==> src/rtl/unified_mem_arbiter.sv <==
// Arbiter that lets the IF and MEM stages share one single-port memory.
// Data accesses win over fetches; one transaction is in flight at a time.
module unified_mem_arbiter #(
    parameter int ADDR_W  = 32,
    parameter int DATA_W  = 32,
    parameter int TIMEOUT = 15
) (
    input  logic              clk,
    input  logic              rst_n,
    input  logic              if_req,
    input  logic [ADDR_W-1:0] if_addr,
    output logic [DATA_W-1:0] if_rdata,
    input  logic              dm_read,
    input  logic              dm_write,
    input  logic [ADDR_W-1:0] dm_addr,
    input  logic [DATA_W-1:0] dm_wdata,
    output logic [DATA_W-1:0] dm_rdata,
    output logic              mem_req,
    output logic              mem_we,
    output logic [ADDR_W-1:0] mem_addr,
    output logic [DATA_W-1:0] mem_wdata,
    input  logic [DATA_W-1:0] mem_rdata,
    input  logic              mem_ack,
    output logic              stall,
    output logic              err
);

    // The counter only has to reach TIMEOUT-1: the abort fires on that busy cycle.
    localparam int CNT_W = (TIMEOUT < 2) ? 1 : $clog2(TIMEOUT);
    localparam logic [CNT_W-1:0] TMO_LAST = CNT_W'(TIMEOUT - 1);

    typedef enum logic [1:0] {
        IDLE    = 2'd0,
        DM_BUSY = 2'd1,
        IF_BUSY = 2'd2
    } state_t;

    state_t            state_q;
    state_t            state_d;
    logic              dm_access;
    logic              dm_pend;
    logic              if_pend;
    logic              dm_served;
    logic              if_served;
    logic              busy;
    logic              tmo_hit;
    logic              done;
    logic              issue_dm;
    logic              issue_if;
    logic              cap_dm;
    logic              cap_if;
    logic [DATA_W-1:0] cap_data;
    logic [CNT_W-1:0]  tmo_cnt;

    assign dm_access = dm_read | dm_write;
    assign dm_pend   = dm_access & ~dm_served;
    assign if_pend   = if_req & ~if_served;
    assign busy      = (state_q != IDLE);
    assign tmo_hit   = busy & ~mem_ack & (tmo_cnt == TMO_LAST);
    assign done      = busy & (mem_ack | tmo_hit);
    // An aborted transaction completes with zero data.
    assign cap_data  = mem_ack ? mem_rdata : '0;

    always_ff @(posedge clk or negedge rst_n) begin
        if (!rst_n) begin
            state_q <= IDLE;
        end else begin
            state_q <= state_d;
        end
    end

    always_comb begin
        state_d = state_q;
        case (state_q)
            IDLE: begin
                if (dm_pend) begin
                    state_d = DM_BUSY;
                end else if (if_pend) begin
                    state_d = IF_BUSY;
                end
            end
            DM_BUSY: begin
                if (done) begin
                    state_d = if_pend ? IF_BUSY : IDLE;
                end
            end
            IF_BUSY: begin
                if (done) begin
                    state_d = dm_pend ? DM_BUSY : IDLE;
                end
            end
            default: state_d = IDLE;
        endcase
    end

    always_comb begin
        stall    = dm_pend | if_pend;
        issue_dm = 1'b0;
        issue_if = 1'b0;
        cap_dm   = 1'b0;
        cap_if   = 1'b0;
        case (state_q)
            IDLE: begin
                issue_dm = dm_pend;
                issue_if = ~dm_pend & if_pend;
            end
            DM_BUSY: begin
                cap_dm   = done;
                issue_if = done & if_pend;
            end
            IF_BUSY: begin
                cap_if   = done;
                issue_dm = done & dm_pend;
            end
            default: begin
                issue_dm = 1'b0;
            end
        endcase
    end

    // Memory request registers; the follow-on requester is issued on the ack edge.
    always_ff @(posedge clk or negedge rst_n) begin
        if (!rst_n) begin
            mem_req   <= 1'b0;
            mem_we    <= 1'b0;
            mem_addr  <= '0;
            mem_wdata <= '0;
        end else if (issue_dm) begin
            mem_req   <= 1'b1;
            mem_we    <= dm_write;
            mem_addr  <= dm_addr;
            mem_wdata <= dm_wdata;
        end else if (issue_if) begin
            mem_req   <= 1'b1;
            mem_we    <= 1'b0;
            mem_addr  <= if_addr;
        end else if (!busy || done) begin
            mem_req   <= 1'b0;
        end
    end

    always_ff @(posedge clk or negedge rst_n) begin
        if (!rst_n) begin
            if_rdata <= '0;
            dm_rdata <= '0;
        end else begin
            if (cap_dm && !mem_we) begin
                dm_rdata <= cap_data;
            end
            if (cap_if) begin
                if_rdata <= cap_data;
            end
        end
    end

    // A capture outranks the advance-clear so a flushed result still marks its requester.
    always_ff @(posedge clk or negedge rst_n) begin
        if (!rst_n) begin
            dm_served <= 1'b0;
            if_served <= 1'b0;
        end else begin
            if (cap_dm) begin
                dm_served <= 1'b1;
            end else if (!stall) begin
                dm_served <= 1'b0;
            end
            if (cap_if) begin
                if_served <= 1'b1;
            end else if (!stall) begin
                if_served <= 1'b0;
            end
        end
    end

    always_ff @(posedge clk or negedge rst_n) begin
        if (!rst_n) begin
            tmo_cnt <= '0;
            err     <= 1'b0;
        end else begin
            if (busy && !done) begin
                tmo_cnt <= tmo_cnt + 1'b1;
            end else begin
                tmo_cnt <= '0;
            end
            if (tmo_hit) begin
                err <= 1'b1;
            end
        end
    end

endmodule

==> config.mk <==
export PLATFORM = sky130hd
export DESIGN_NAME = unified_mem_arbiter
export DESIGN_NICKNAME = d
export VERILOG_FILES = /design/src/rtl/unified_mem_arbiter.sv
export SDC_FILE = /design/constraint.sdc
export NUM_CORES = 1
export LEC_CHECK = 0
export BUFFER_PORTS_ARGS = -buffer_cell sky130_fd_sc_hd__buf_4
export CAP_MARGIN = 30
export CELL_PAD_IN_SITES_DETAIL_PLACEMENT = 1
export CELL_PAD_IN_SITES_GLOBAL_PLACEMENT = 2
export CORE_MARGIN = 2
export CORE_UTILIZATION = 26
export DETAILED_ROUTE_END_ITERATION = 16
export PLACE_DENSITY = 0.72
export RECOVER_POWER = 50
export SYNTH_ARGS = -nofsm -noshare
export SYNTH_HDL_FRONTEND = slang
export SYNTH_SLANG_ARGS = --single-unit
==> constraint.sdc <==
create_clock -name clk -period 1.9 [get_ports clk]
set_input_delay 0 -clock clk [delete_from_list [all_inputs] [get_ports clk]]
set_output_delay 0 -clock clk [all_outputs]
set_load 0.01 [all_outputs]
**Word-level counts from Yosys, hierarchy flattened**

Cells that the tools add are included.

- $add $sub $neg: 1
- Eq/ne operators: 8
- Multiplexer cells: 23
- Bitwise operators: 15
- Reduce and logical (&&, ||, !) cells: 11

Operators with widths:

| cell | number |
|---|---|
| $mux W32 | 3 |
| $mux W1 | 11 |
| $mux W2 | 5 |
| $and A1 B1 Y1 | 8 |
| $pmux W2 S3 | 1 |
| $add A4 B1 Y4 const B | 1 |
| $eq A4 B4 Y1 const B | 1 |
| $mux W4 | 1 |
| $ne A2 B1 Y1 const B | 2 |
| $ne A2 B2 Y1 const B | 2 |
| $not A1 Y1 | 4 |
| $pmux W1 S2 | 2 |
| $reduce_bool A2 Y1 | 2 |
| $logic_not A1 Y1 | 3 |
| $ne A3 B3 Y1 const B | 1 |
| $or A1 B1 Y1 | 3 |
| $reduce_and A3 Y1 | 1 |
| $reduce_bool A3 Y1 | 1 |
| $eq A2 B1 Y1 const B | 1 |
| $eq A2 B2 Y1 const B | 1 |
| $logic_and A1 B1 Y1 | 2 |
| $logic_not A2 Y1 | 1 |
| $logic_or A1 B1 Y1 | 1 |

- Register bits: 139
- Input port bits: 134
- Output and inout port bits: 132
- Logic and storage cells: 69

**Logic depth before layout (Yosys ltp)**

- Depth after elaboration: 9
- Gate-level depth with buffers: 9
- Gate-level depth less buffers: 6

**Least setup slack after synthesis**

No wires, ideal clock.

- Kind: register to register
- Start point: register tmo_cnt[0]
- End point: register mem_addr[23]
- Library setup time: 0.125 ns
- Arrival: 1.899 ns
- Required time: 1.775 ns
- Setup slack: -0.125 ns
- Cell stages (with the launch flop): 9
- Buffers on the path: 2
- Clock period less this slack: 2.025 ns
- Cells stage by stage: dfrtp_1 inv_1 ha_1 nand3_1 a211oi_2 buf_6 buf_8 mux2_4 mux2_4

- Cells in the longest elaborated chain, start to end: 7
- Elaborated cells between the ends (all ways): 10
- Classes of those cells: eq/ne (1); mux (3); bitwise (5); reduce/logical (1)

Ends and longest elaborated chain:

| element | RTL line | RTL |
|---|---|---|
| start, declared | 53 | `logic [CNT_W-1:0] tmo_cnt;` |
| start signal, assigned | 181 | `tmo_cnt <= tmo_cnt + 1'b1;` |
| $eq A4 B4 Y1 (*) | 59 | `assign tmo_hit = busy & ~mem_ack & (tmo_cnt == TMO_LAST);` |
| $and A1 B1 Y1 (*) | 59 |  |
| $or A1 B1 Y1 (*) | 60 | `assign done = busy & (mem_ack \| tmo_hit);` |
| $and A1 B1 Y1 (*) | 60 |  |
| $and A1 B1 Y1 (on tied branches) | 113, 109 |  |
| $pmux W1 S2 | 102 | `case (state_q)` |
| $mux W32 / $reduce_bool A2 Y1 (equally long branches) | - |  |
| end signal, assigned | 131 | `mem_addr <= dm_addr;` |
| end signal, assigned | 136 | `mem_addr <= if_addr;` |
| end, declared | 20 | `output logic [ADDR_W-1:0] mem_addr,` |

Every way passes the cells marked *; elsewhere a longest branch is shown, timed or not.
A chain may end at the register's enable or synchronous reset.

**Worst setup path in the final report**

- Start point: register tmo_cnt[1]
- End point: register mem_addr[25]

Same word-level chain as after synthesis.

==> reports/summary.log <==
[run_status] result of the run finished, violations left
[run_status] violations in the final reports max-capacitance violations, max-slew violations, negative setup slack
[global_route] global route total overflow 0
[critical_path] worst setup path start tmo_cnt[1]$_DFF_PN0_
[synthesis] #FFs+latches synth 139
[global_route] antenna violations before repair 2
[global_route] vias in the first global route 6055
[synthesis] number of different library cells in the post-synthesis netlist 35
[place] Placed Cells incl. Taps 974
[clock_tree] clock insertion delay at the later pin of the skew report 0.41 ns
[drt] number of vias per cell 4.49
[synthesis] FFs w/ async S/R, synth 1.00
[pwr] clock group share of total power 0.212
[flow_run] Max-Cap Viols 1
[worst_hold_path] startpoint of the worst hold path dm_read
[drt] initial detailed-routing violation count 135
[pwr] Internal 11500 uW
[place] last weighted congestion value of the routability-driven placer 0.735
[pwr] reported leakage power 0.00534 uW
[synthesis] Post-Synthesis Net Count 572
[global_route] pin count of the biggest net entering global routing 64
[critical_path] worst path arrival time 2.36 ns
[layout] fraction of final layout cells with drive strength greater than 1 0.501
[floorplanning] Die X 154 um
[synthesis] post-synthesis cell area 5820 sq um
[place] HPWL reported at the end of detailed placement 13600 um
[drt] detailed-route via count 5211
[floorplanning] Core Rows 54
[drt] final routed DRC violation total 0
[place] Placement Cell Area 8390 sq um
[clock_tree] CTS sink cnt 139
[synthesis] number of cells produced by synthesis 436
[critical_path] startpoint of the lowest-slack register-to-register path tmo_cnt[1]$_DFF_PN0_
[pwr] Total Power Consumption 17200 uW
[layout] nets@finish 1002
[synthesis] Mean Syn Cell Area 13.3 sq um
[pwr] pwr dens 1600 nW/um^2
[sta] RSZ-0062 raised after global routing true
[synthesis] sequential element share of the synthesized area 0.598
[layout] filler instances 2279
[place] input/output buffers 265
[drt] First-pass DRT Iterations 4
[synthesis] Synth top area share 0.598
[layout] final instance area 10800 sq um
[sta] count of final max-slew check failures 63
[clock_tree] clock transition at the registers of the reported paths 0.06 ns
[critical_path] kind of end point of the critical path register
[place] Post-Place Worst Slack -0.181 ns
[floorplanning] placeable core area 21900 sq um
[sta] worst setup skew after layout 0.00964 ns
[sta] Worst-Margin Slew 1.75 ns
[worst_hold_path] Tightest Hold Check Type in2reg
[pwr] net switching power of the design 5700 uW
[pwr] Gate power share 0.483
[global_route] global-route usage over all layers 0.184
[floorplanning] count of boundary I/O pins 266
[clock_tree] CTS tree yes
[sta] worst hold slack after final layout 0.125 ns
[critical_path] data required time at the worst endpoint 2.19 ns
[sta] final setup fails 86
[layout] area of the multi-input gates 2390 sq um
[sta] Max Clk Rate 483 MHz
[sta] final-report hold violation count 0
[layout] post-synthesis to final-layout area growth 84.9%
[layout] footprint of the flip-flops and latches 3480 sq um
[clock_tree] number of buffers inserted during clock tree synthesis 17
[critical_path] critical path class reg2reg
[critical_path] Worst Setup Start Kind register
[sta] worst-case headroom to the max-slew limit -0.164
[drt] mean routed wirelength per cell 19.2 um
[clock_tree] maximum clock path buffer count 2
[sta] fraction of the cycle the final worst path needs 1.09
[clock_tree] master cell of the clock root buffer sky130_fd_sc_hd__clkbuf_16
[synthesis] area leader, netlist sky130_fd_sc_hd__dfrtp_1
[pwr] switching share of total power 0.332
[synthesis] number of warning messages in the yosys log 0
[floorplanning] Die Height 154 um
[synthesis] EDFF count, synth 0
[floorplanning] DIE AREA 23600 sq um
[pwr] Sequential Power Share 0.305
[pwr] maximum ir drop on the vdd rail 0.667 mV
[drt] aggregate routed wire length 22300 um
[clock_tree] number of levels the H-tree was split into 4
[critical_path] Max Fanout on Critical Path 20
[global_route] wire length of the first global-routing pass 34100 um
[layout] post-route non-filler standard cell count 1161
[sta] Tmin final 2.07 ns
[synthesis] leading post-synthesis cells by cell area sky130_fd_sc_hd__dfrtp_1 60%, sky130_fd_sc_hd__mux2_2 8.1%, sky130_fd_sc_hd__mux2_4 6.2%
[drt] post-route ant nets 0
[synthesis] flip-flop cell with the highest count after synthesis sky130_fd_sc_hd__dfrtp_1
[floorplanning] effective utilization at floorplan 0.266
[sta] PnR worst setup slack -0.168 ns
-- power groups by stage --
stage	registers (uW)	logic (uW)	clock network [uW]
global placement	5170	7020	0
global route	5410	8840	3880
detailed placement	5230	7220	0
CTS	5220	8030	3730
floorplan	5710	3360	0
finish	5240	8290	3650
-- critical path, stage by stage (launching register included) --
cell and delay [ns]:
sky130_fd_sc_hd__dfrtp_1 0.41, sky130_fd_sc_hd__ha_4 0.19, sky130_fd_sc_hd__buf_4 0.13, sky130_fd_sc_hd__buf_6 0.11, sky130_fd_sc_hd__a31oi_4 0.26, sky130_fd_sc_hd__nand2_2 0.09, sky130_fd_sc_hd__o2111a_2 0.23, sky130_fd_sc_hd__buf_12 0.19
sky130_fd_sc_hd__mux2_4 0.32
-- state kept, by name, summed over array words and instances, names as in the netlist --
register	cells
dm_rdata	32
if_rdata	32
mem_addr	32
mem_wdata	32
tmo_cnt	4
state_q	2
dm_served	1
err	1
if_served	1
mem_req	1
mem_we	1
-- placed cells by master (no fill, tap or decap), types with 14 or more instances in the layout --
master and instances:
sky130_fd_sc_hd__nand3_1 33, sky130_fd_sc_hd__dfrtp_1 139, sky130_fd_sc_hd__mux2_4 77, sky130_fd_sc_hd__dlygate4sd3_1 132, sky130_fd_sc_hd__nand2_1 67, sky130_fd_sc_hd__buf_4 274, sky130_fd_sc_hd__mux2_2 19, sky130_fd_sc_hd__a22o_1 32
sky130_fd_sc_hd__clkbuf_1 14, sky130_fd_sc_hd__clkbuf_16 21
-- area by class of cell --
class | count | share of cell area
clock inverters | 14 | 0.0195
repair buffers | 442 | 0.361
multi-input cells | 263 | 0.222
clock buffers | 18 | 0.0399
flip-flops and latches | 139 | 0.323
well taps | 280 | 0.0326
inverters | 3 | 0.00105
diodes | 2 | 0.000465
-- per-stage QoR --
stage	util	setup TNS (ns)
6_report	0.492	-7.35
5_1_grt	0.492	-25.07
4_1_cts	0.484	-5.90
3_5_place_dp	0.383	-8.36
3_3_place_gp	0.383	-5.87
2_1_floorplan	-	-3.01
-- cells in the mapped netlist, types with 2 or more instances --
| master | count |
|---|---|
| sky130_fd_sc_hd__a22o_1 | 32 |
| sky130_fd_sc_hd__buf_2 | 4 |
| sky130_fd_sc_hd__buf_4 | 3 |
| sky130_fd_sc_hd__buf_6 | 6 |
| sky130_fd_sc_hd__buf_8 | 2 |
| sky130_fd_sc_hd__clkbuf_1 | 16 |
| sky130_fd_sc_hd__dfrtp_1 | 139 |
| sky130_fd_sc_hd__ha_1 | 2 |
| sky130_fd_sc_hd__inv_1 | 3 |
| sky130_fd_sc_hd__mux2_1 | 30 |
| sky130_fd_sc_hd__mux2_2 | 42 |
| sky130_fd_sc_hd__mux2_4 | 24 |
| sky130_fd_sc_hd__nand2_1 | 71 |
| sky130_fd_sc_hd__nand3_1 | 34 |
| sky130_fd_sc_hd__nor2_1 | 5 |
| sky130_fd_sc_hd__o21ai_0 | 4 |
-- final timing paths --
path,end,cells after the start,slack [ns]
setup / recovery,mem_addr[25]$_DFFE_PN0P_,8,-0.17
hold / removal,if_served$_DFFE_PN0P_,4,0.12
setup reg to reg,mem_addr[25]$_DFFE_PN0P_,8,-0.17
hold reg to reg,dm_rdata[14]$_DFFE_PN0P_,2,0.47
max in group asynchronous,mem_addr[27]$_DFFE_PN0P_,3,0.26
min in group asynchronous,dm_rdata[19]$_DFFE_PN0P_,2,0.59
-- per-layer routing --
layer	track usage	part of all wire
met2	0.342	0.54
met1	0.207	0.39
met3	0.0378	0.038
met5	0	0
met4	0.0712	0.030
-- what timing repair did --
action                                 CTS  global route
resized for setup                       20            26
gates cloned                             3             5
setup endpoints to repair               64           130
hold buffers                           132             0
setup buffers                            9             6
endpoints found under the hold margin  192             0
pin swaps                                1             5
-- kinds of logic (layout without fill, tap and decap cells) --
logic type,after synthesis,after routing,synth area share
compound gates,46,46,0.0710
xor+xnor,2,2,0.00301
fa+ha+maj,2,2,0.00430
buf+inv,34,477,0.0363
flops,139,139,0.598
mux,96,96,0.201
other cells,0,2,0
simple gates,117,117,0.0864
Power figures use the tool's default switching activity.
